===== src/rtl/uart_pkg.sv =====
// Shared types and constants for the UART transmit scheduler.
package uart_pkg;

    // Scheduler states; IDLE is the only state in which a grant can happen.
    typedef enum logic [1:0] {
        IDLE   = 2'd0,
        LAUNCH = 2'd1,
        FRAME  = 2'd2,
        GAP    = 2'd3
    } sched_state_t;

    // Bits on the wire per frame: start + 8 data + stop.
    localparam int UART_FRAME_BITS = 10;

    // 9600 baud at 100 MHz.
    localparam int DEFAULT_CLKS_PER_BIT = 10416;

endpackage


===== src/rtl/uart_rr_arbiter.sv =====
// Winner select for the UART scheduler. Round-robin by default: the search
// starts at the pointer and wraps upward; the pointer moves past the winner
// whenever a grant is taken (advance). With UART_SCHED_FIXED_PRIO_EN defined,
// the lowest-index requester always wins and no pointer exists.
module uart_rr_arbiter #(
    parameter int N_REQ = 4,
    localparam int IDX_W = $clog2(N_REQ)
) (
    input  logic             clock,
    input  logic             reset,
    input  logic [N_REQ-1:0] req,
    input  logic             advance,
    output logic [IDX_W-1:0] grant_idx,
    output logic             grant_any
);

`ifdef UART_SCHED_FIXED_PRIO_EN

    // Lowest index wins: scan downward so the last hit is the smallest index.
    always_comb begin
        grant_any = 1'b0;
        grant_idx = '0;
        for (int k = N_REQ - 1; k >= 0; k--) begin
            if (req[k]) begin
                grant_any = 1'b1;
                grant_idx = IDX_W'(k);
            end
        end
    end

`else

    logic [IDX_W-1:0] ptr_q;
    int               cand;

    // Pointer points just past the last winner so every requester gets a turn.
    always_ff @(posedge clock or negedge reset) begin
        if (!reset) begin
            ptr_q <= '0;
        end else if (advance) begin
            ptr_q <= (grant_idx == IDX_W'(N_REQ - 1)) ? '0 : grant_idx + IDX_W'(1);
        end
    end

    // Scan offsets from far to near so the nearest requester after the pointer wins.
    always_comb begin
        grant_any = 1'b0;
        grant_idx = '0;
        cand      = 0;
        for (int k = N_REQ - 1; k >= 0; k--) begin
            cand = int'(ptr_q) + k;
            if (cand >= N_REQ) begin
                cand = cand - N_REQ;
            end
            if (req[cand]) begin
                grant_any = 1'b1;
                grant_idx = IDX_W'(cand);
            end
        end
    end

`endif

endmodule


===== src/rtl/uart_tx_scheduler.sv =====
// Shares one UART transmitter among N_REQ byte producers. A grant latches the
// winner's byte onto uart_data, raises uart_start for START_HOLD cycles, then
// holds the line for the rest of the frame plus GAP_CYCLES before the next
// grant. The transmitter gives no done indication, so the frame is timed here.
// Optional macro: UART_SCHED_FIXED_PRIO_EN selects fixed lowest-index priority.
//
// Handshake: a requester holds req_valid[i] high with stable data until it sees
// the single-cycle req_ack[i]; the byte is captured on that same edge and the
// requester may present its next byte from the following cycle on.
module uart_tx_scheduler
    import uart_pkg::*;
#(
    parameter int N_REQ        = 4,
    parameter int CLKS_PER_BIT = DEFAULT_CLKS_PER_BIT,
    parameter int START_HOLD   = 10,
    parameter int GAP_CYCLES   = 16,
    localparam int IDX_W       = $clog2(N_REQ)
) (
    input  logic               clock,
    input  logic               reset,
    input  logic [N_REQ-1:0]   req_valid,
    input  logic [8*N_REQ-1:0] req_data,
    output logic [N_REQ-1:0]   req_ack,
    output logic               uart_start,
    output logic [7:0]         uart_data,
    output logic               busy,
    output logic [IDX_W-1:0]   owner,
    output logic [1:0]         state_dbg
);

    localparam int FRAME_CYCLES = UART_FRAME_BITS * CLKS_PER_BIT;
    localparam int CNT_W        = $clog2(FRAME_CYCLES + 1);

    // Each load is "cycles in state minus one"; the state exits when the count is 0.
    // LAUNCH plus FRAME together span exactly one frame measured from the first start cycle.
    localparam logic [CNT_W-1:0] LAUNCH_LOAD = CNT_W'(START_HOLD - 1);
    localparam logic [CNT_W-1:0] FRAME_LOAD  = CNT_W'(FRAME_CYCLES - START_HOLD - 1);
    localparam logic [CNT_W-1:0] GAP_LOAD    = CNT_W'((GAP_CYCLES > 0) ? GAP_CYCLES - 1 : 0);

    sched_state_t     state_q, state_d;
    logic [CNT_W-1:0] cnt_q, cnt_d;
    logic             advance;
    logic [IDX_W-1:0] grant_idx;
    logic             grant_any;

    uart_rr_arbiter #(
        .N_REQ (N_REQ)
    ) u_arb (
        .clock     (clock),
        .reset     (reset),
        .req       (req_valid),
        .advance   (advance),
        .grant_idx (grant_idx),
        .grant_any (grant_any)
    );

    // State and shared down-counter registers.
    always_ff @(posedge clock or negedge reset) begin
        if (!reset) begin
            state_q <= IDLE;
            cnt_q   <= '0;
        end else begin
            state_q <= state_d;
            cnt_q   <= cnt_d;
        end
    end

    // Next-state logic; the counter reloads on every state entry.
    always_comb begin
        state_d = state_q;
        cnt_d   = cnt_q;
        advance = 1'b0;
        case (state_q)
            IDLE: begin
                if (grant_any) begin
                    state_d = LAUNCH;
                    cnt_d   = LAUNCH_LOAD;
                    advance = 1'b1;
                end
            end
            LAUNCH: begin
                if (cnt_q == '0) begin
                    state_d = FRAME;
                    cnt_d   = FRAME_LOAD;
                end else begin
                    cnt_d = cnt_q - CNT_W'(1);
                end
            end
            FRAME: begin
                if (cnt_q == '0) begin
                    if (GAP_CYCLES == 0) begin
                        state_d = IDLE;
                        cnt_d   = '0;
                    end else begin
                        state_d = GAP;
                        cnt_d   = GAP_LOAD;
                    end
                end else begin
                    cnt_d = cnt_q - CNT_W'(1);
                end
            end
            GAP: begin
                if (cnt_q == '0) begin
                    state_d = IDLE;
                    cnt_d   = '0;
                end else begin
                    cnt_d = cnt_q - CNT_W'(1);
                end
            end
            default: begin
                state_d = IDLE;
                cnt_d   = '0;
            end
        endcase
    end

    // Grant-edge captures: byte, owner and a one-cycle ack to the winner.
    always_ff @(posedge clock or negedge reset) begin
        if (!reset) begin
            req_ack   <= '0;
            uart_data <= '0;
            owner     <= '0;
        end else begin
            req_ack <= '0;
            if (advance) begin
                req_ack[grant_idx] <= 1'b1;
                uart_data          <= req_data[{grant_idx, 3'b000} +: 8];
                owner              <= grant_idx;
            end
        end
    end

    // Start and busy decode straight from the state register, so an async
    // reset drops them in the same cycle.
    always_comb begin
        uart_start = (state_q == LAUNCH);
        busy       = (state_q != IDLE);
        state_dbg  = state_q;
    end

endmodule


===== config.mk =====
export PLATFORM = sky130hd
export DESIGN_NAME = uart_tx_scheduler
export DESIGN_NICKNAME = d
export VERILOG_FILES = /design/src/rtl/uart_pkg.sv /design/src/rtl/uart_rr_arbiter.sv /design/src/rtl/uart_tx_scheduler.sv
export SDC_FILE = /design/constraint.sdc
export NUM_CORES = 1
export LEC_CHECK = 0
export CORE_UTILIZATION = 44
export DETAILED_ROUTE_END_ITERATION = 6
export PLACE_DENSITY = 0.76
export SLEW_MARGIN = 20
export SYNTH_ARGS = -nofsm -noshare
export SYNTH_HDL_FRONTEND = slang
export SYNTH_SLANG_ARGS = --single-unit
export TNS_END_PERCENT = 100

===== constraint.sdc =====
create_clock -name clock -period 2.1 [get_ports clock]
set_input_delay 0.315 -clock clock [delete_from_list [all_inputs] [get_ports clock]]
set_output_delay 0.315 -clock clock [all_outputs]
set_load 0.02 [all_outputs]

== Word-level counts from Yosys, hierarchy flattened ==
Cells that the tools add are included.
Storage, ports and cells
  bits in registers: 35
  latch bits: 0
  bits in writable memories: 0
  ROM bits: 0
  input port bits: 38
  output and inout port bits: 18
  logic and storage cells: 79
  memories: 0
Cells by class
  add/subtract/negate cells: 9
  multipliers: 0
  divide/modulo/power cells: 0
  magnitude comparators: 10
  equality and inequality tests: 8
  shift-type cells: 1
  muxes and demuxes: 40
  bitwise logic cells: 0
  reductions and logical operators: 5
Operators by type and width (number)
  $lt A32 B4 Y1 const B: 4
  $mux W32: 4
  $ge A32 B4 Y1 const B: 3
  $sub A32 B4 Y32 const B: 3
  $mux W17: 4
  $pmux W17 S4: 1
  $shiftx A32 B6 Y8: 1
  $mux W2: 9
  $logic_not A17 Y1: 1
  $sub A17 B1 Y17 const B: 1
  $mux W1: 15
  $bmux W1 S2: 4
  $pmux W2 S4: 1
  $add A2 B2 Y3 const B: 2
  $eq A2 B2 Y1 const B: 3
  $ne A2 B2 Y1 const B: 3
  $mux W4: 1
  $reduce_and A4 Y1: 1
  $sub A2 B3 Y4 const B: 1
  $add A2 B1 Y3 const B: 1
  $ge A2 B3 Y1 const B: 1
  $lt A2 B3 Y1 const B: 1
  $add A2 B1 Y2 const B: 1
  $demux W1 S2: 1
  other kinds (6): 6

== Depth between registers and ports, before layout ==
Gate-level depths: netlist of the first run.
  depth after elaboration: 15
  mapped depth: 9
  depth with buffers taken out: 7

== Hierarchy ==
Synthesis of the first run repeated with hierarchy kept, for this count alone.
Unflattened totals
  cells, all modules: 205
  area total of the unflattened synthesis: 2168.3 um2
Modules (own cells, without submodules)
  uart_tx_scheduler: instances 1, cells each 182, area each 1988.2 um2, sequential area each 825.8 um2
  uart_rr_arbiter: instances 1, cells each 23, area each 180.2 um2, sequential area each 50.0 um2

== Least setup slack after synthesis of the first run ==
No wires, ideal clock.
  kind: flip-flop to flip-flop
  from: register state_q[1], in the netlist state_dbg[1]
  to: register cnt_q[10]
  setup time: 0.110 ns
  arrival: 2.067 ns
  data required time: 1.990 ns
  setup slack: -0.077 ns
  stages on the path, launching flop included: 9
  path buffers: 1
  period minus slack after synthesis: 2.177 ns
  cells stage by stage: dfrtp_1 -> inv_1 -> ha_1 -> nor3_1 -> or2_1 -> clkbuf_1 -> nor2_2 -> o21ai_1 -> o41ai_1
On the way
  longest elaborated chain between the ends: 2
  elaborated cells on any way between the ends: 6
  classes of those cells: eq/ne (4); mux (1); reduce/logical (1)
RTL lines
  from (decl): RTL line uart_tx_scheduler.sv:40  | sched_state_t state_q, state_d;
  from (signal assigned): RTL line uart_tx_scheduler.sv:63  | state_q <= state_d;
  $eq A2 B1 Y1
  via uart_start: RTL line uart_tx_scheduler.sv:24  | output logic uart_start,
  $pmux W17 S4: RTL line uart_tx_scheduler.sv:73  | case (state_q)
  to (signal assigned): RTL line uart_tx_scheduler.sv:64  | cnt_q <= cnt_d;
  to (decl): RTL line uart_tx_scheduler.sv:41  | logic [CNT_W-1:0] cnt_q, cnt_d;
The timed path passes the listed nets, and every way through them passes these cells.
A chain may end at the register's enable or synchronous reset.

== Worst setup path after layout of the first run ==
  from: register cnt_q[13]
  to: register state_q[1], in the netlist state_dbg[1]
On the way
  longest elaborated chain between the ends: 3
  elaborated cells on any way between the ends: 5
  classes of those cells: eq/ne (3); reduce/logical (2)
RTL lines (RTL line)
  $logic_not A17 Y1 *: uart_tx_scheduler.sv:82, uart_tx_scheduler.sv:90, uart_tx_scheduler.sv:103
  $ne A2 B2 Y1 (no line) / $ne A2 B1 Y1 (equally long branches)
  $reduce_and A4 Y1 (no line) *
Every way passes the cells marked *; elsewhere a longest branch is shown, timed or not.

==> results of run 1 <==
metal layers:
metal | wire length, um | part of all wire | global-route usage | vias to the layer above
li1 | - | - | - | 969
met1 | 2378 | 0.47 | 0.2806 | 899
met2 | 2412 | 0.48 | 0.3491 | 52
met3 | 165 | 0.033 | 0.04079 | 12
met4 | 99 | 0.020 | 0.07190 | 0
met5 | 0 | 0 | 0 | -
report_power, final:
group	total, mW	leakage [nW]	internal (mW)	switching [mW]
Clock	0.481	0.0470	0.257	0.224
Sequential	0.711	0.429	0.696	0.0147
Combinational	0.272	0.820	0.155	0.116
how the worst max path moves through the flow:
stage | from | end | slack [ps] | cells after the start
2_1_floorplan | cnt_q[0]$_DFFE_PN0N_ | state_dbg[1]$_DFFE_PN0P_ | 20 | 9
3_3_place_gp | req_valid[0] | cnt_q[1]$_DFFE_PN0N_ | 30 | 7
3_5_place_dp | req_valid[3] | uart_data[5]$_DFFE_PN0P_ | -5 | 7
4_1_cts | state_dbg[1]$_DFFE_PN0P_ | uart_start | 20 | 4
5_1_grt | cnt_q[13]$_DFFE_PN0N_ | state_dbg[1]$_DFFE_PN0P_ | 2 | 5
6_report | cnt_q[13]$_DFFE_PN0N_ | state_dbg[1]$_DFFE_PN0P_ | 110 | 5
area by class of cell:
cell class	count	area (um2)
inverters	11	41.29
clock buffers	6	82.58
fillers	362	1525
clock inverters	1	5.005
well taps	52	65.06
flip-flops and latches	35	877.1
multi-input cells	170	1177
repair buffers	75	730.7
cell usage in the layout (no fill, tap or decap), types with 4 or more instances in the layout:
master	synthesis	layout
clkbuf_8	0	6
o21ai_0	13	13
clkdlybuf4s50_1	0	53
nand2b_1	4	4
buf_4	1	18
and2_1	5	5
ha_1	10	9
a21oi_1	7	7
o221ai_1	9	9
mux2i_1	20	20
nand2_1	31	31
inv_1	11	11
dfrtp_1	35	34
nand3_1	4	4
nor2_1	11	11
nor3_1	4	4
o31ai_1	6	6
or3_1	5	5
state kept, by name, indices dropped and copies added (netlist names):
register,flops
cnt_q,17
owner,2
u_arb.ptr_q,2
state_dbg,2
uart_data,8
req_ack,4
cell families after synthesis:
kind of cell | Yosys count | share of synthesized area
mux | 21 | 0.09889
fa+ha+maj | 10 | 0.05851
compound gates | 58 | 0.1873
buf+inv | 20 | 0.04564
simple gates | 81 | 0.2001
flops | 35 | 0.4096
worst max-delay path, stage by stage, from the launching register on:
cell and delay (ps):
dfrtp_1 380, or3_1 460, nor3_1 300, and2_4 250, o21a_2 170, mux2_1 320
per-stage QoR:
step / power [mW] / util / setup TNS [ps]
3_5_place_dp: 0.9964 / 0.6397 / -13.83
3_3_place_gp: 0.9947 / 0.6397 / 0
2_1_floorplan: 0.8416 / - / 0
6_report: 1.464 / 0.6614 / 0
5_1_grt: 1.543 / 0.6614 / 0
4_1_cts: 1.480 / 0.6592 / 0
==> results.md, run 1 <==
- Pre-CTS WS: -5.211 ps
- Syn_area_per_cell: around 9.5 um2
- Pwr dens: 491.4 nW/um2
- Final Instance Area: 2979 um2
- Max-Cap Viols: 0
- Final hold viol count: 0
- Synth Instances: ~230
- Outcome: finished, final reports clean
- Hpwl dp: 3904 um
- Initial DRC count: 152
- Reg2Reg Setup Slack: between 100 and 150 ps
- # nets final: 346
- R2R depth: 5
- Die Height: ~70 um
- Final Worst Setup Slack: between 100 and 150 ps
- GRT Total Usage: 0.2121
- Placer Congestion: 0.8992
- Synth unique cells: 49
- Static Leak: 1.296 nW
- Synth Register Bits: 35
- Mapped Nets: 273
- Crit end category: register
- Slew Limit Fails: 0
- Crit path max fanout: 8
- CTS resizes: 0
- Critical Path RT: between 2000 and 2500 ps
- # hold bufs at CTS: 0
- Count of flip-flops with a built-in enable after synthesis: 0
- # placed instances: ~340
- Part of the Yosys area used for sequential elements: 0.4096
- Asr flop ratio synth: 1.000
- TritonRoute pass-1 iters: 4
- Worst reg2reg endpoint: state_dbg[1]$_DFFE_PN0P_
- Vias in the first global route: about 1,900
- Tightest Hold Check Type: in -> async
- Synth area leader: dfrtp_1
- Cell Area, Synth: 2138 um2
- Worst setup path category: reg -> reg
- First-pass GRT wire length: 8549 um
- Port-buffer cells: 55
- Synth top cells by count: dfrtp_1 (35), nand2_1 (31), mux2i_1 (20)
- Least-Margin Pin Slew: between 500 and 600 ps
- Die X-Extent: between 70 and 80 um
- F_max: 0.5024 GHz
- Critical R2R Launch: cnt_q[13]$_DFFE_PN0N_
- Bufs on Longest Clock Path: 2
- Kind of start point of the critical path: register
- Syn-to-layout area delta: 39.32%
- Max VDD drop: 0.0004610 V
- Core area: 4504 um2
- Vias: 1,932
- Worst-Skew Late Latency: between 200 and 300 ps
- Post-placement cell area: 2882 um2
- Final period utilization: 0.9479
- Synth area leaders: dfrtp_1 (41%), mux2i_1 (9.4%), ha_1 (5.9%)
- N_diodes: 0
- Yosys top cell area share: 0.4096
- CTS sink count: 35
- Setup Skew: 6.274 ps
- Grt ovf: 0
- WL per Instance: 14.45 um
- Post-Route WL: 5056 um
- Starting Density: 0.4747
- Routed vias/inst: 5.520
- TritonCTS clock tree: built
- CP arrival: roughly 2200 ps
- Num CTS Buffers: 5
- Top-count cell post-synth: dfrtp_1
- Slew headroom: 0.6489
- Setup repair after global routing missed its margin: false
- Std-Cell Rows: 24
- Min Hold Slack: roughly 440 ps
- Antenna violations before repair: 0
- Setup bufs post-CTS: 0
- Residual DRC count: 0
- Tmin final: approximately 2000 ps
- Clock slew at reported path FFs: 70 ps
- Pin count of the biggest net entering global routing: 36
- H-tree depth: 2
- Final setup viols: 0
- Top Ports: 56
- Cell Count, Final, Fillers Out: 350
- Die Footprint: 5142 um2
- Ys Warns: 0
- Antenna viol nets, final: 0
- Layout cells sized above 1: 0.1342
- CTS Root Cell: clkbuf_8
- Most used DFF post-synth: dfrtp_1
(Power assumes the default switching activity.)
==> run 2: changes to the inputs <==
--- a/config.mk
+++ b/config.mk
@@ -7,6 +7,7 @@
 export LEC_CHECK = 0
 export CORE_UTILIZATION = 44
 export DETAILED_ROUTE_END_ITERATION = 6
+export GPL_TIMING_DRIVEN = 0
 export PLACE_DENSITY = 0.76
 export SLEW_MARGIN = 20
 export SYNTH_ARGS = -nofsm -noshare
==> run 2 against run 1 <==
The flow now finishes with violations (negative setup slack). Hold slack gained 53 ps. Clock skew grew 2.5 ps. Count of clock-buffer cells in the layout is the same. Flip-flop and latch count is the same. Total power grew 0.56%. Sequential share of layout area shrank 0.57 points. Register-to-register slack lost 140 ps. Die area is the same. Via count grew 5.3%. Final area grew 2.0%. Critical path type unchanged. Critical endpoint is now cnt_q[15]$_DFFE_PN0N_. Largest cell class unchanged. Largest power group unchanged.
==> results.md, run 2 (synthesis gave the netlist of run 1 again) <==
- Outcome: finished with violations
- Failing checks: negative setup slack
- Metal-1 WL: 2470 um (+3.9%)
- Setup repair after global routing missed its margin: true
- FILL cells: 344 (-5.0%)
- CP arrival: 2300 ps (+150 ps)
- Slew Limit Fails: 0 (unchanged)
- Bufs on Longest Clock Path: 2 (unchanged)
- Worst-path cell chain: buf_4 > nor4_4 > nand3_1 > or4_1 > a31o_1 > a22o_1
- Met3 wire length: 360 um (+120%)
- Critical Path RT: 2270 ps (about the same)
- # nets final: 346 (unchanged)
- Port-buffer cells: 55 (unchanged)
- Slew headroom: 0.6555 (+0.006588)
- Clock slew at reported path FFs: 70 ps (about the same)
- N_diodes: 0 (unchanged)
- Final Worst Setup Slack: -27.78 ps (-137.3 ps)
- Routed vias/inst: 5.795 (+5.0%)
- Kind of start point of the critical path: register
- Initial DRC count: 184 (+21%)
- Worst setup path category: reg -> reg
- Combinational share of power: 0.189 (+0.003)
- Max-Cap Viols: 0 (unchanged)
- Setup Skew: 8.763 ps (+2.489 ps)
- Slowest cell on crit path: or4_1
- Worst-Skew Late Latency: 290 ps (+20 ps)
- Vias: 2,034 (+5.3%)
- Max FFs per register: 17 (unchanged)
- WL per Instance: 16.45 um (+14%)
- Std-Cell Rows: 24 (unchanged)
- H-tree depth: 2 (unchanged)
- TritonCTS clock tree: built
- First-pass GRT wire length: 9073 um (+6.1%)
- Core area: 4504 um2 (unchanged)
- Post-Route WL: 5775 um (+14%)
- Die X-Extent: 71.71 um (unchanged)
- Top Ports: 56 (unchanged)
- Max VDD drop: 0.0003239 V (-30%)
- Most frequent cells in the layout: clkdlybuf4s50_1 (51), dfrtp_1 (34), nand2_1 (31)
- Metal2 WL: 2842 um (+18%)
- Pint: 1.084 mW (-2.2%)
- F_max: 0.4700 GHz (-6.5%)
- Largest regs: cnt_q (17), uart_data (8), req_ack (4)
- Final hold viol count: 0 (unchanged)
- Layout cells sized above 1: 0.1605 (+0.02631)
- CTS Root Cell: clkbuf_8
- TritonRoute pass-1 iters: 4 (unchanged)
- Antenna violations before repair: 0 (unchanged)
- Starting Density: 0.4747 (unchanged)
- Seq pwr share: 0.482 (-0.004)
- Hpwl dp: 4003 um (+2.5%)
- Clock network fraction of design power: 0.329 (about the same)
- Placer Congestion: 0.8726 (-3.0%)
- GRT Total Usage: 0.2285 (+0.01631)
- Num CTS Buffers: 5 (unchanged)
- Switching Fraction: 0.2636 (+0.02107)
- Crit path largest cell delay: 450 ps (about the same)
- Largest register by flop count: cnt_q
- Antenna viol nets, final: 0 (unchanged)
- Most common cell after layout, fill and taps aside: clkdlybuf4s50_1
- Crit end category: register
- CTS sink count: 35 (unchanged)
- Vias in the first global route: 1,888 (+1.3%)
- Die Height: 71.71 um (unchanged)
- Min Hold Slack: 490.5 ps (+52.81 ps)
- Top Metal Used: met4
- Pin count of the biggest net entering global routing: 19 (-47%)
- Final setup viols: 1 (+1)
- Switching Power: 0.3881 mW (+9.3%)
- Tightest Hold Check Type: reg -> reg
- Least-Margin Pin Slew: 514.9 ps (-9.846 ps)
- Pwr dens: 484.5 nW/um2 (-1.4%)
- Static Leak: 1.313 nW (+1.3%)
- Residual DRC count: 0 (unchanged)
- Die Footprint: 5142 um2 (unchanged)
- Syn-to-layout area delta: 42.07%
- Final period utilization: 1.013 (+0.06538)
- Grt ovf: 0 (unchanged)
- Tmin final: 2128 ps (+137.3 ps)
- Crit path max fanout: 5 (-3)
- Core Util, Final: 0.6744 (+0.01306)
run 2: changes by cell type in the layout (fill, tap and decap cells not counted), sizes merged:
cell / before / now
clkinvlp: 0 / 1
buf: 20 / 19
clkdlybuf4s50: 53 / 51
clkbuf: 6 / 7
dlygate4sd2: 0 / 1
dlygate4sd3: 0 / 1
run 2: power by group through the flow:
stage	combinational (mW)	sequential (mW)	clock (mW)
after floorplan	0.0955	0.746	0
after global placement	0.260	0.723	0
after detailed placement	0.270	0.722	0
after CTS	0.273	0.710	0.494
after global routing	0.304	0.713	0.524
final	0.278	0.710	0.484
run 2: per-stage QoR:
step	cells	worst slack (ps)	TNS [ps]	total power, mW	area [um2]
6_report	351	-27.78	-27.78	1.472	3038
5_1_grt	351	-110.8	-312.1	1.541	3038
4_1_cts	345	16.97	0	1.477	2932
3_5_place_dp	333	-389.6	-8931	0.9919	2785
3_3_place_gp	332	-356.0	-9772	0.9831	2763
2_1_floorplan	225	15.35	0	0.8416	2147
run 2: cell type report:
cell class,count,area [um2],area share
inverters,11,41.29,0.01359
plain buffers,7,60.06,0.01977
well taps,52,65.06,0.02142
repair buffers,68,669.4,0.2203
multi-input cells,170,1240,0.4082
clock inverters,2,12.51,0.004119
flip-flops and latches,35,877.1,0.2887
clock buffers,6,72.57,0.02389
run 2: critical path: cells and delay by family, from the launching register on:
kind	cells	cell delay, ps
AND/OR/NAND/NOR	3	990
AO/OA/AOI/OAI	2	460
buffers and inverters	1	160
flip-flops	1	410
run 2: metal layers:
layer	global-route usage	vias to the layer above
met5	0	-
met4	0.07407	0
met3	0.04501	11
met2	0.3616	88
met1	0.3159	957
li1	-	978
run 2: repair_timing:
item                                   4_1_cts  5_1_grt
cloned                                       0        0
pin swaps                                    0        4
endpoints found under the hold margin       17        0
buffers inserted                             4        7
gates resized for setup                      7       17
hold buffers                                 1        0
setup endpoints to repair                   22       30
run 2: worst paths after layout:
check | from | end | slack (ps) | cells past startpoint
worst max-delay path | cnt_q[0]$_DFFE_PN0N_ | cnt_q[15]$_DFFE_PN0N_ | -30 | 6
worst min-delay path | owner[1]$_DFFE_PN0P_ | owner[1]$_DFFE_PN0P_ | 490 | 2
worst max register to register | cnt_q[0]$_DFFE_PN0N_ | cnt_q[15]$_DFFE_PN0N_ | -30 | 6
worst min register to register | owner[1]$_DFFE_PN0P_ | owner[1]$_DFFE_PN0P_ | 490 | 2
max in group asynchronous | reset | cnt_q[0]$_DFFE_PN0N_ | 1140 | 3
min in group asynchronous | reset | cnt_q[2]$_DFFE_PN0N_ | 500 | 2
==> run 3: changes to the inputs <==
--- a/config.mk
+++ b/config.mk
@@ -9,6 +9,7 @@
 export DETAILED_ROUTE_END_ITERATION = 6
 export GPL_TIMING_DRIVEN = 0
 export PLACE_DENSITY = 0.76
+export SETUP_SLACK_MARGIN = 0.5
 export SLEW_MARGIN = 20
 export SYNTH_ARGS = -nofsm -noshare
 export SYNTH_HDL_FRONTEND = slang
==> run 3 against run 2 <==
The flow now finishes without violations. Hold slack worse by 63 ps. Wire length is 44% higher. Clock skew fell by 0.75 ps. Non-clock buffer count up 28. Die area is the same. Via count up 17%. Clock power up 36%. Highest routed layer unchanged.
==> results.md, run 3 (synthesis gave the netlist of run 1 again) <==
- Reg2Reg Setup Slack: 30 ps (+60 ps)
- Core Util, Final: 0.8367 (+0.1622)
- Final Worst Setup Slack: 30.19 ps (+57.97 ps)
- Final Instance Area: 3769 um2 (+24%)
- Pin count of the biggest net entering global routing: 26 (+7)
- Critical R2R Launch: cnt_q[1]$_DFFE_PN0N_
- Setup repair after global routing missed its margin: true
- Register area: 879.6 um2 (+0.29%)
- Most frequent cells in the layout: clkdlybuf4s50_1 (36), dfrtp_1 (32), buf_4 (32)
- F_max: 0.4831 GHz (+2.8%)
- Max FFs per register: 17 (unchanged)
- Min Hold Slack: 427.4 ps (-63.13 ps)
- Core area: 4504 um2 (unchanged)
- First-pass GRT wire length: 10,950 um (+21%)
- # nets final: 375 (+8.4%)
- H-tree depth: 2 (unchanged)
- Static Leak: 1.610 nW (+23%)
- Antenna viol nets, final: 0 (unchanged)
- Die X-Extent: 71.71 um (unchanged)
- Kind of start point of the critical path: register
- Pre-CTS WS: -510.5 ps (-120.9 ps)
- Std-Cell Rows: 24 (unchanged)
- Crit path max fanout: 2 (-3)
- Die Footprint: 5142 um2 (unchanged)
- Top Ports: 56 (unchanged)
- Most common cell after layout, fill and taps aside: clkdlybuf4s50_1
- Cell Count, Final, Fillers Out: 380 (+8.3%)
- GRT Total Usage: 0.2780 (+0.04958)
- # placed instances: 333 (unchanged)
- Syn-to-layout area delta: 76.24%
- Placer Congestion: 0.8242 (-5.5%)
- Vias: 2,386 (+17%)
- TritonCTS clock tree: built
- Final setup viols: 0 (-1)
- Vias in the first global route: 2,192 (+16%)
- CTS sink count: 35 (unchanged)
- Final hold viol count: 0 (unchanged)
- Post-Route WL: 8331 um (+44%)
- Largest register by flop count: cnt_q
- Routed vias/inst: 6.279 (+8.4%)
- CP arrival: 2260 ps (-40 ps)
- Worst setup path category: reg -> reg
- Max-Cap Viols: 0 (unchanged)
- Tightest Hold Check Type: in -> async
- N_diodes: 0 (unchanged)
- Bufs on Longest Clock Path: 2 (unchanged)
- FILL cells: 223 (-35%)
- Tmin final: 2070 ps (-57.97 ps)
- Worst-Skew Late Latency: 300 ps (about the same)
- Max VDD drop: 0.0006410 V (+98%)
- Critical Path RT: 2290 ps (+20 ps)
- Hpwl dp: 3990 um (-0.32%)
- Post-placement cell area: 2884 um2 (+3.5%)
- Layout cells sized above 1: 0.4116 (+0.2511)
- Crit end category: register
- R2R depth: 6 (unchanged)
- Slew Limit Fails: 0 (unchanged)
- Die Height: 71.71 um (unchanged)
- Footprint of the multi-input gates: 1637 um2 (+32%)
- Least-Margin Pin Slew: 637.4 ps (+122.6 ps)
- WL per Instance: 21.92 um (+33%)
- Clock slew at reported path FFs: 80 ps (about the same)
- Setup Skew: 8.018 ps (-0.7453 ps)
- Outcome: finished, final reports clean
- Pwr Total: 1.801 mW (+22%)
- Port-buffer cells: 55 (unchanged)
- Worst reg2reg endpoint: cnt_q[15]$_DFFE_PN0N_
- Initial DRC count: 301 (+64%)
- Pwr dens: 478.0 nW/um2 (-1.3%)
- Grt ovf: 0 (unchanged)
- Largest regs: cnt_q (17), uart_data (8), req_ack (4)
- Num CTS Buffers: 5 (unchanged)
- Final period utilization: 0.9856 (-0.02761)
- CTS Root Cell: clkbuf_8
- Residual DRC count: 0 (unchanged)
- Slew headroom: 0.5735 (-0.08201)
- Fin Setup TNS: 0 ps (+27.78 ps)
- TritonRoute pass-1 iters: 6 (+2)
- Starting Density: 0.4747 (unchanged)
- Antenna violations before repair: 0 (unchanged)
run 3: area by class of cell:
type,count,area share
Multi-Input combinational cell,171,0.4343
Timing Repair Buffer,94,0.2397
Sequential cell,35,0.2334
Buffer,9,0.02855
Clock buffer,6,0.02191
Tap cell,52,0.01726
Inverter,11,0.01560
Clock inverter,2,0.009296
run 3: worst max-delay path by stage:
stage / startpoint / end / slack [ps]
after floorplan: cnt_q[0]$_DFFE_PN0N_ / cnt_q[3]$_DFFE_PN0N_ / 50
after global placement: req_valid[0] / cnt_q[9]$_DFFE_PN0N_ / -440
after detailed placement: req_valid[0] / cnt_q[9]$_DFFE_PN0N_ / -510
after CTS: cnt_q[0]$_DFFE_PN0N_ / cnt_q[15]$_DFFE_PN0N_ / 150
after global routing: cnt_q[1]$_DFFE_PN0N_ / cnt_q[15]$_DFFE_PN0N_ / 30
final: cnt_q[1]$_DFFE_PN0N_ / cnt_q[15]$_DFFE_PN0N_ / 30
run 3: what timing repair did:
item,4_1_cts,5_1_grt
pin swaps,17,15
buffers inserted,18,17
cloned,3,0
hold endpoints to repair,10,0
hold buffers,1,0
endpoints found under the setup margin,41,44
resized for setup,70,48
run 3: report_power, final:
part | internal, mW | switching, mW
clock | 0.384 | 0.275
sequential | 0.695 | 0.0166
combinational | 0.228 | 0.202
run 3: worst max-delay path, cell delays in order, from the launching register on:
cell and delay [ps]:
dfrtp_1 380, buf_4 150, nor4_4 390, nand3_1 150
or4_4 450, a31o_1 230, a22o_1 200
run 3: layer usage:
layer | track usage | share of wire
met1 | 0.3636 | 0.39
met2 | 0.4790 | 0.50
met3 | 0.04079 | 0.070
met4 | 0.08061 | 0.047
met5 | 0 | 0
